## src/rtl/dmem_pkg.sv

```systemverilog
// Shared definitions for the data-memory arbiter: memory size codes
// (the memory's Digit encoding), the arbiter FSM state type and a helper
// that maps a size code to the number of bytes it touches.
package dmem_pkg;

  localparam logic [1:0] SZ_BYTE = 2'b00;
  localparam logic [1:0] SZ_HALF = 2'b01;
  localparam logic [1:0] SZ_WORD = 2'b10;
  localparam logic [1:0] SZ_BAD  = 2'b11;

  typedef enum logic {
    IDLE   = 1'b0,
    ACCESS = 1'b1
  } state_t;

  // Bytes covered by an access. The illegal code reports 4 so that any
  // range arithmetic stays conservative; legality rejects it separately.
  function automatic logic [2:0] nbytes(input logic [1:0] size);
    case (size)
      SZ_BYTE: return 3'd1;
      SZ_HALF: return 3'd2;
      default: return 3'd4;
    endcase
  endfunction

endpackage

```

## src/rtl/rr_arb2.sv

```systemverilog
// Two-way round-robin arbiter.
// Ports:
//   clk, rst_n  clock, asynchronous active-low reset
//   req[1:0]    request vector (bit N = port N)
//   advance     arbitration allowed this cycle; gnt is forced to 0 otherwise
//   gnt[1:0]    one-hot grant (combinational)
// The last granted port is remembered; on a tie the other port wins.
// After reset the last owner is port 1, so port 0 wins the first tie.
module rr_arb2 (
  input  logic       clk,
  input  logic       rst_n,
  input  logic [1:0] req,
  input  logic       advance,
  output logic [1:0] gnt
);

  logic last_owner;

  always_comb begin
    gnt = '0;
    if (advance) begin
      case (req)
        2'b01:   gnt = 2'b01;
        2'b10:   gnt = 2'b10;
        2'b11:   gnt = last_owner ? 2'b01 : 2'b10;
        default: gnt = '0;
      endcase
    end
  end

  always_ff @(posedge clk or negedge rst_n) begin
    if (!rst_n) begin
      last_owner <= 1'b1;
    end else if (|gnt) begin
      last_owner <= gnt[1];
    end
  end

endmodule

```

## src/rtl/dmem_arbiter.sv

```systemverilog
// Shares one byte-addressable data memory between two requesters
// (port 0 = core load/store unit, port 1 = DMA/test loader).
// Ports:
//   CLK, RST_n            clock, asynchronous active-low reset
//   pN_req/wr/size/addr/wdata   request side, N = 0,1 (req is a level)
//   pN_gnt                1-cycle pulse when the request is latched
//   pN_done/pN_err        1-cycle pulses when the access finishes
//   pN_rdata              zero-extended load data, held until next done
//   mem_wr/size/addr/wdata  memory control (DataWr, Digit, DAddr, DataIn)
//   mem_rdata             memory DataOut, combinational read
// Each granted request is latched and presented to the memory for exactly
// one full clock cycle, so the memory's negedge write lands mid-access.
module dmem_arbiter
  import dmem_pkg::*;
#(
  parameter int unsigned MEM_BYTES = 4096,
  parameter int unsigned ADDR_W    = 32
) (
  input  logic              CLK,
  input  logic              RST_n,

  input  logic              p0_req,
  input  logic              p0_wr,
  input  logic [1:0]        p0_size,
  input  logic [ADDR_W-1:0] p0_addr,
  input  logic [31:0]       p0_wdata,
  output logic              p0_gnt,
  output logic              p0_done,
  output logic              p0_err,
  output logic [31:0]       p0_rdata,

  input  logic              p1_req,
  input  logic              p1_wr,
  input  logic [1:0]        p1_size,
  input  logic [ADDR_W-1:0] p1_addr,
  input  logic [31:0]       p1_wdata,
  output logic              p1_gnt,
  output logic              p1_done,
  output logic              p1_err,
  output logic [31:0]       p1_rdata,

  output logic              mem_wr,
  output logic [1:0]        mem_size,
  output logic [ADDR_W-1:0] mem_addr,
  output logic [31:0]       mem_wdata,
  input  logic [31:0]       mem_rdata
);

  localparam logic [ADDR_W:0] MEM_LIMIT = (ADDR_W+1)'(MEM_BYTES);

  state_t            state;
  logic [1:0]        arb_gnt;
  logic              lat_wr;
  logic              lat_owner;
  logic [1:0]        lat_size;
  logic [ADDR_W-1:0] lat_addr;
  logic [31:0]       lat_wdata;
  logic [1:0]        gnt_q;
  logic [1:0]        done_q;
  logic [1:0]        err_q;
  logic [ADDR_W:0]   last_byte;
  logic              legal;
  logic [31:0]       load_data;

  rr_arb2 u_arb (
    .clk     (CLK),
    .rst_n   (RST_n),
    .req     ({p1_req, p0_req}),
    .advance (state == IDLE),
    .gnt     (arb_gnt)
  );

  // One extra address bit so that an access running past the top of the
  // address space is seen as out of range instead of wrapping to 0.
  assign last_byte = {1'b0, lat_addr} + (ADDR_W+1)'(nbytes(lat_size))
                   - (ADDR_W+1)'(1);
  assign legal     = (lat_size != SZ_BAD) && (last_byte < MEM_LIMIT);

  // Write enable is decoded from the state, so an asynchronous reset
  // during the access drops it at once and the negedge write never lands.
  assign mem_wr    = lat_wr && legal && (state == ACCESS);
  assign mem_size  = lat_size;
  assign mem_addr  = lat_addr;
  assign mem_wdata = lat_wdata;

  always_comb begin
    load_data = '0;
    if (legal) begin
      case (lat_size)
        SZ_BYTE: load_data = {24'b0, mem_rdata[7:0]};
        SZ_HALF: load_data = {16'b0, mem_rdata[15:0]};
        SZ_WORD: load_data = mem_rdata;
        default: load_data = '0;
      endcase
    end
  end

  always_ff @(posedge CLK or negedge RST_n) begin
    if (!RST_n) begin
      state     <= IDLE;
      lat_wr    <= 1'b0;
      lat_owner <= 1'b0;
      lat_size  <= '0;
      lat_addr  <= '0;
      lat_wdata <= '0;
      gnt_q     <= '0;
      done_q    <= '0;
      err_q     <= '0;
      p0_rdata  <= '0;
      p1_rdata  <= '0;
    end else begin
      gnt_q  <= '0;
      done_q <= '0;
      err_q  <= '0;
      case (state)
        IDLE: begin
          if (|arb_gnt) begin
            state     <= ACCESS;
            lat_owner <= arb_gnt[1];
            lat_wr    <= arb_gnt[1] ? p1_wr    : p0_wr;
            lat_size  <= arb_gnt[1] ? p1_size  : p0_size;
            lat_addr  <= arb_gnt[1] ? p1_addr  : p0_addr;
            lat_wdata <= arb_gnt[1] ? p1_wdata : p0_wdata;
            gnt_q     <= arb_gnt;
          end
        end
        ACCESS: begin
          state             <= IDLE;
          done_q[lat_owner] <= 1'b1;
          err_q[lat_owner]  <= ~legal;
          if (!lat_wr) begin
            if (lat_owner) p1_rdata <= load_data;
            else           p0_rdata <= load_data;
          end
        end
        default: state <= IDLE;
      endcase
    end
  end

  assign p0_gnt  = gnt_q[0];
  assign p1_gnt  = gnt_q[1];
  assign p0_done = done_q[0];
  assign p1_done = done_q[1];
  assign p0_err  = err_q[0];
  assign p1_err  = err_q[1];

endmodule
```

## config.mk

```make
export PLATFORM = sky130hd
export DESIGN_NAME = dmem_arbiter
export DESIGN_NICKNAME = d
export VERILOG_FILES = /design/src/rtl/dmem_pkg.sv /design/src/rtl/rr_arb2.sv /design/src/rtl/dmem_arbiter.sv
export SDC_FILE = /design/constraint.sdc
export NUM_CORES = 1
export LEC_CHECK = 0
export CAP_MARGIN = 10
export CORE_MARGIN = 8
export CORE_UTILIZATION = 50
export CTS_BUF_LIST = sky130_fd_sc_hd__clkbuf_4
export DETAILED_ROUTE_END_ITERATION = 7
export MAX_ROUTING_LAYER = met4
export PLACE_DENSITY = 0.95
export SLEW_MARGIN = 20
export SYNTH_ARGS = -nofsm -noshare
export SYNTH_HDL_FRONTEND = slang
export SYNTH_SLANG_ARGS = --single-unit
```

## constraint.sdc

```tcl
create_clock -name CLK -period 12.4 [get_ports CLK]
set_input_delay 3.1 -clock CLK [delete_from_list [all_inputs] [get_ports CLK]]
set_output_delay 3.1 -clock CLK [all_outputs]
set_load 0.03 [all_outputs]
```

==> implementation parameters <==
Parameter                              Value

Synth
  Post-Synthesis Mean Instance Area    8.86 um2
  Post-synthesis compound-gate area fraction    a little over a fifth
  Adder-Cell Fraction of Synth Area    between 4 and 5%
  Count of flip-flops with a built-in enable after synthesis    0
  Nets in the synthesized netlist    1,132
  Largest family of logic cells by synthesized area    compound AO/OA/AOI/OAI gates
  Most used flip-flop cell after synthesis    dfrtp_1
  Fraction of the yosys area taken by sequential cells    a little over two fifths
  Dominant cells by area after synthesis    dfrtp_1 (42%), nand2_1 (8.6%), mux2i_1 (8.3%)
  Number of storage elements in the synthesis netlist    140
  Top-area cell type share of the netlist area    42.2%
  Synth Cell Area    between 8000 and 9000 um2
  Fraction of synthesized area in multiplexers    approximately 8.5%
  Distinct cell type count after synthesis    66
  Xor/xnor cell area share of the yosys netlist    less than 1%
  Post-synthesis share of cell area spent on and, or, nand and nor gates    ~16%
  Ys async rst share    between 90% and 100%
  Yosys warning total    0
  Gate count of the mapped netlist    930
  Largest area contributor in the synthesized netlist    dfrtp_1

Route
  Top layer in use    met4
  Detailed-route wire length    29.1 mm
  # DRC    0
  Total iterations of the first detailed-routing run    4
  Antenna-violating nets left    0
  Via total after detailed routing    a little over 8,000
  Mean routed wirelength per cell    20.1 um
  Met2 WL    approximately 15 mm
  Metal3 WL    around 2.3 mm
  Routed via count divided by cell count    between 5 and 6
  Number of DRC violations after detailed-routing iteration 0    631
  Met1 Wirelength    roughly 11 mm

Critical path
  Critical path type    reg2out
  Data required time at the worst endpoint    around 9.3 ns
  Critical path capture point type    output port
  Startpoint class of the critical path    register
  Startpoint of the most critical register-to-register path    mem_addr[29]
  Family with the most delay on the worst path    compound AO/OA/AOI/OAI gates
  R2R Setup Slk    ~7.9 ns
  Depth of the most critical reg-to-reg path    12
  Endpoint of the worst register-to-register path    p1_rdata[10]
  Slowest CP cell    clkdlybuf4s50_1
  Crit path max fanout    10
  Signal arrival time at the worst endpoint    between 5 and 6 ns
  Critical path, cell by cell    inv_1 > ha_1 > a21o_1 > a222oi_1 > o21ai_0 > a2111o_1 > a2111oi_2 > nor2b_1 > nand4_1 > nor4_1 > and3_1 > clkdlybuf4s50_1
  Number of buffers and inverters on the critical path    2
  Crit-path max cell delay    approximately 0.7 ns

Clock tree
  Clock buffer depth    2
  CTS Root Cell    clkbuf_4
  Quantity of gates resized following cts    0
  TritonCTS clock tree    built
  Level count of the clock H-tree    4
  Clock tree sinks    140
  # Post-CTS Setup Buffers    0
  Clock transition at the register clock pins on the worst setup and hold paths after CTS    about 0.14 ns
  Number of CTS-inserted buffers    17
  Clock latency reported for the late side of the worst-skew pair    between 0.5 and 0.6 ns
  Number of buffers inserted for hold repair after clock tree synthesis    0

Timing
  Max transition margin    32.0%
  Timing-limited maximum frequency    between 100 and 150 MHz
  Hold Slack    approximately 0.48 ns
  Count of endpoints failing hold in the final timing report    0
  Slew Limit Fails    0
  Tmin final    8.32 ns
  Accumulated negative setup slack    0 ns
  Transition at the pin with the smallest max-transition slack    1.02 ns
  Worst-case clock skew    between 0.02 and 0.03 ns
  Unrepaired setup endpoints after global routing    false
  Period Utilization, post-route    67.1%
  Final setup violation count    0

Worst hold path
  Hold crit path type    reg2reg
  Capture endpoint of the worst hold path    done_q[0]
  Worst hold path cell count    1
  Hold Startpoint    lat_owner

Floorplanning
  Number of top-level pins    just over 300
  Die height    approximately 140 um
  Area of the core    16,300 um2
  Starting density of the core    between 50 and 60%
  Die outline area    ~21,000 um2
  Rows    between 40 and 50
  Die X    between 100 and 150 um

GRT
  Vias in the first global route    ~8,300
  Combined global-route utilization of all metal layers    28.6%
  Initial antenna violation count    1
  Largest net degree at the start of global routing    122
  Global route overflow    0
  Wire length of the first global-routing pass    roughly 45 mm

Placement
  IO Port Bufs    just over 300
  Sum of net half-perimeters after detailed placement    22.9 mm
  RePlAce Congestion    0.994

Power and ir drop
  Pwr/cell area    ~160 nW/um2
  Static Leakage    ~5.3 nW
  Worst vdd ir    around 94 uV
  Overall power consumption    roughly 1.8 mW

Run
  Maximum capacitance violations    0

Finish
  Final-stage net count    between 1,000 and 1,500
  Signed area change from the synthesized netlist to the final layout    41.5%
  Layout cells sized above 1    just over 7%

Run status
  Run status    completed
==> kinds of logic (layout without fill, tap and decap cells) <==
kind of cell	Yosys count	in the layout
and+or+nand+nor	294	294
AOI/OAI and AO/OA	281	281
DFF	140	140
buffers and inverters	107	401
muxes	70	70
adders and majority gates	32	32
xor gates and xnor gates	6	6
other	0	1
==> per-stage QoR <==
step / utilization (%) / cell area [um2] / instances / worst slack (ns)
floorplan: - / 8240 / 930 / 5.62
global placement: 69.7 / 11400 / 1412 / 4.77
detailed placement: 69.7 / 11400 / 1412 / 4.71
CTS: 71.3 / 11700 / 1444 / 4.03
global route: 71.3 / 11700 / 1445 / 3.72
finish: 71.3 / 11700 / 1445 / 4.08
==> worst max path at each step <==
stage,start,to,cells past startpoint
global placement,mem_addr[28],mem_wr,11
detailed placement,mem_addr[29],mem_wr,12
floorplan,mem_size[1],mem_wr,14
finish,mem_addr[29],mem_wr,12
global route,mem_size[1],mem_wr,14
CTS,mem_addr[29],mem_wr,12
==> worst register-to-register path, stage by stage (launching register included) <==
cell       delay, ns
dfrtp_1         0.43
inv_1           0.07
ha_1            0.42
a21o_1          0.31
a222oi_1        0.49
o21ai_0         0.27
a2111o_1        0.48
a2111oi_2       0.33
or4b_4          0.54
nor4_4          0.34
nand4_2         0.26
buf_4           0.34
o21ai_1         0.20
==> layout by cell type (no fill, tap or decap), types with 5 or more instances in the layout <==
cell | Yosys | routed
mux2i_1 | 68 | 68
inv_6 | 0 | 5
dfrtp_1 | 139 | 139
a211oi_1 | 12 | 12
a21o_1 | 10 | 9
o211ai_1 | 6 | 6
xor2_1 | 5 | 5
clkbuf_4 | 0 | 17
o21ai_1 | 34 | 34
nor3_1 | 10 | 10
inv_1 | 55 | 55
and3_1 | 11 | 11
nor2b_1 | 6 | 6
o21ai_0 | 98 | 98
ha_1 | 32 | 32
nand2_1 | 189 | 189
nor2_1 | 29 | 29
nor4_1 | 7 | 7
o21a_1 | 6 | 6
a21oi_1 | 41 | 41
o21bai_1 | 5 | 5
o21ai_2 | 32 | 32
nand4_1 | 10 | 10
a211o_1 | 5 | 5
buf_4 | 0 | 8
clkdlybuf4s50_1 | 0 | 305
==> routing by layer <==
metal	up-vias	global-route usage, %
met5	-	-
met4	0	8.93
met3	59	6.50
met2	388	49.0
met1	3935	32.8
li1	3857	-
==> cells in the mapped netlist (7+ instances only) <==
cell,instances
o21ai_1,34
nand2_1,189
a21o_1,10
a211oi_1,12
dfrtp_1,139
clkbuf_1,33
nor3_1,10
mux2i_1,68
buf_2,7
ha_1,32
inv_1,55
nor4_1,7
a21oi_1,41
nor2_1,29
o21ai_0,98
and3_1,11
nand4_1,10
o21ai_2,32
==> layout make-up <==
class	instances	area, um2
clock inverters	15	129
clock buffers	17	128
flip-flops and latches	140	3500
fillers	1260	4690
repair buffers	314	3120
well taps	220	275
inverters	55	206
diodes	1	2.50
multi-input cells	683	4290
==> power by group <==
group	internal (mW)	leakage (nW)	switching (mW)
Sequential	0.511	1.82	0.0503
Combinational	0.373	3.34	0.598
Clock	0.0864	0.143	0.195
==> registers in the layout, indices dropped and copies added (netlist names) <==
register,flops
gnt_q,2
lat_wr,1
p1_rdata,32
p0_rdata,32
lat_owner,1
state,1
done_q,2
mem_addr,32
mem_wdata,32
u_arb.last_owner,1
err_q,2
mem_size,2
(Power assumes the default switching activity.)
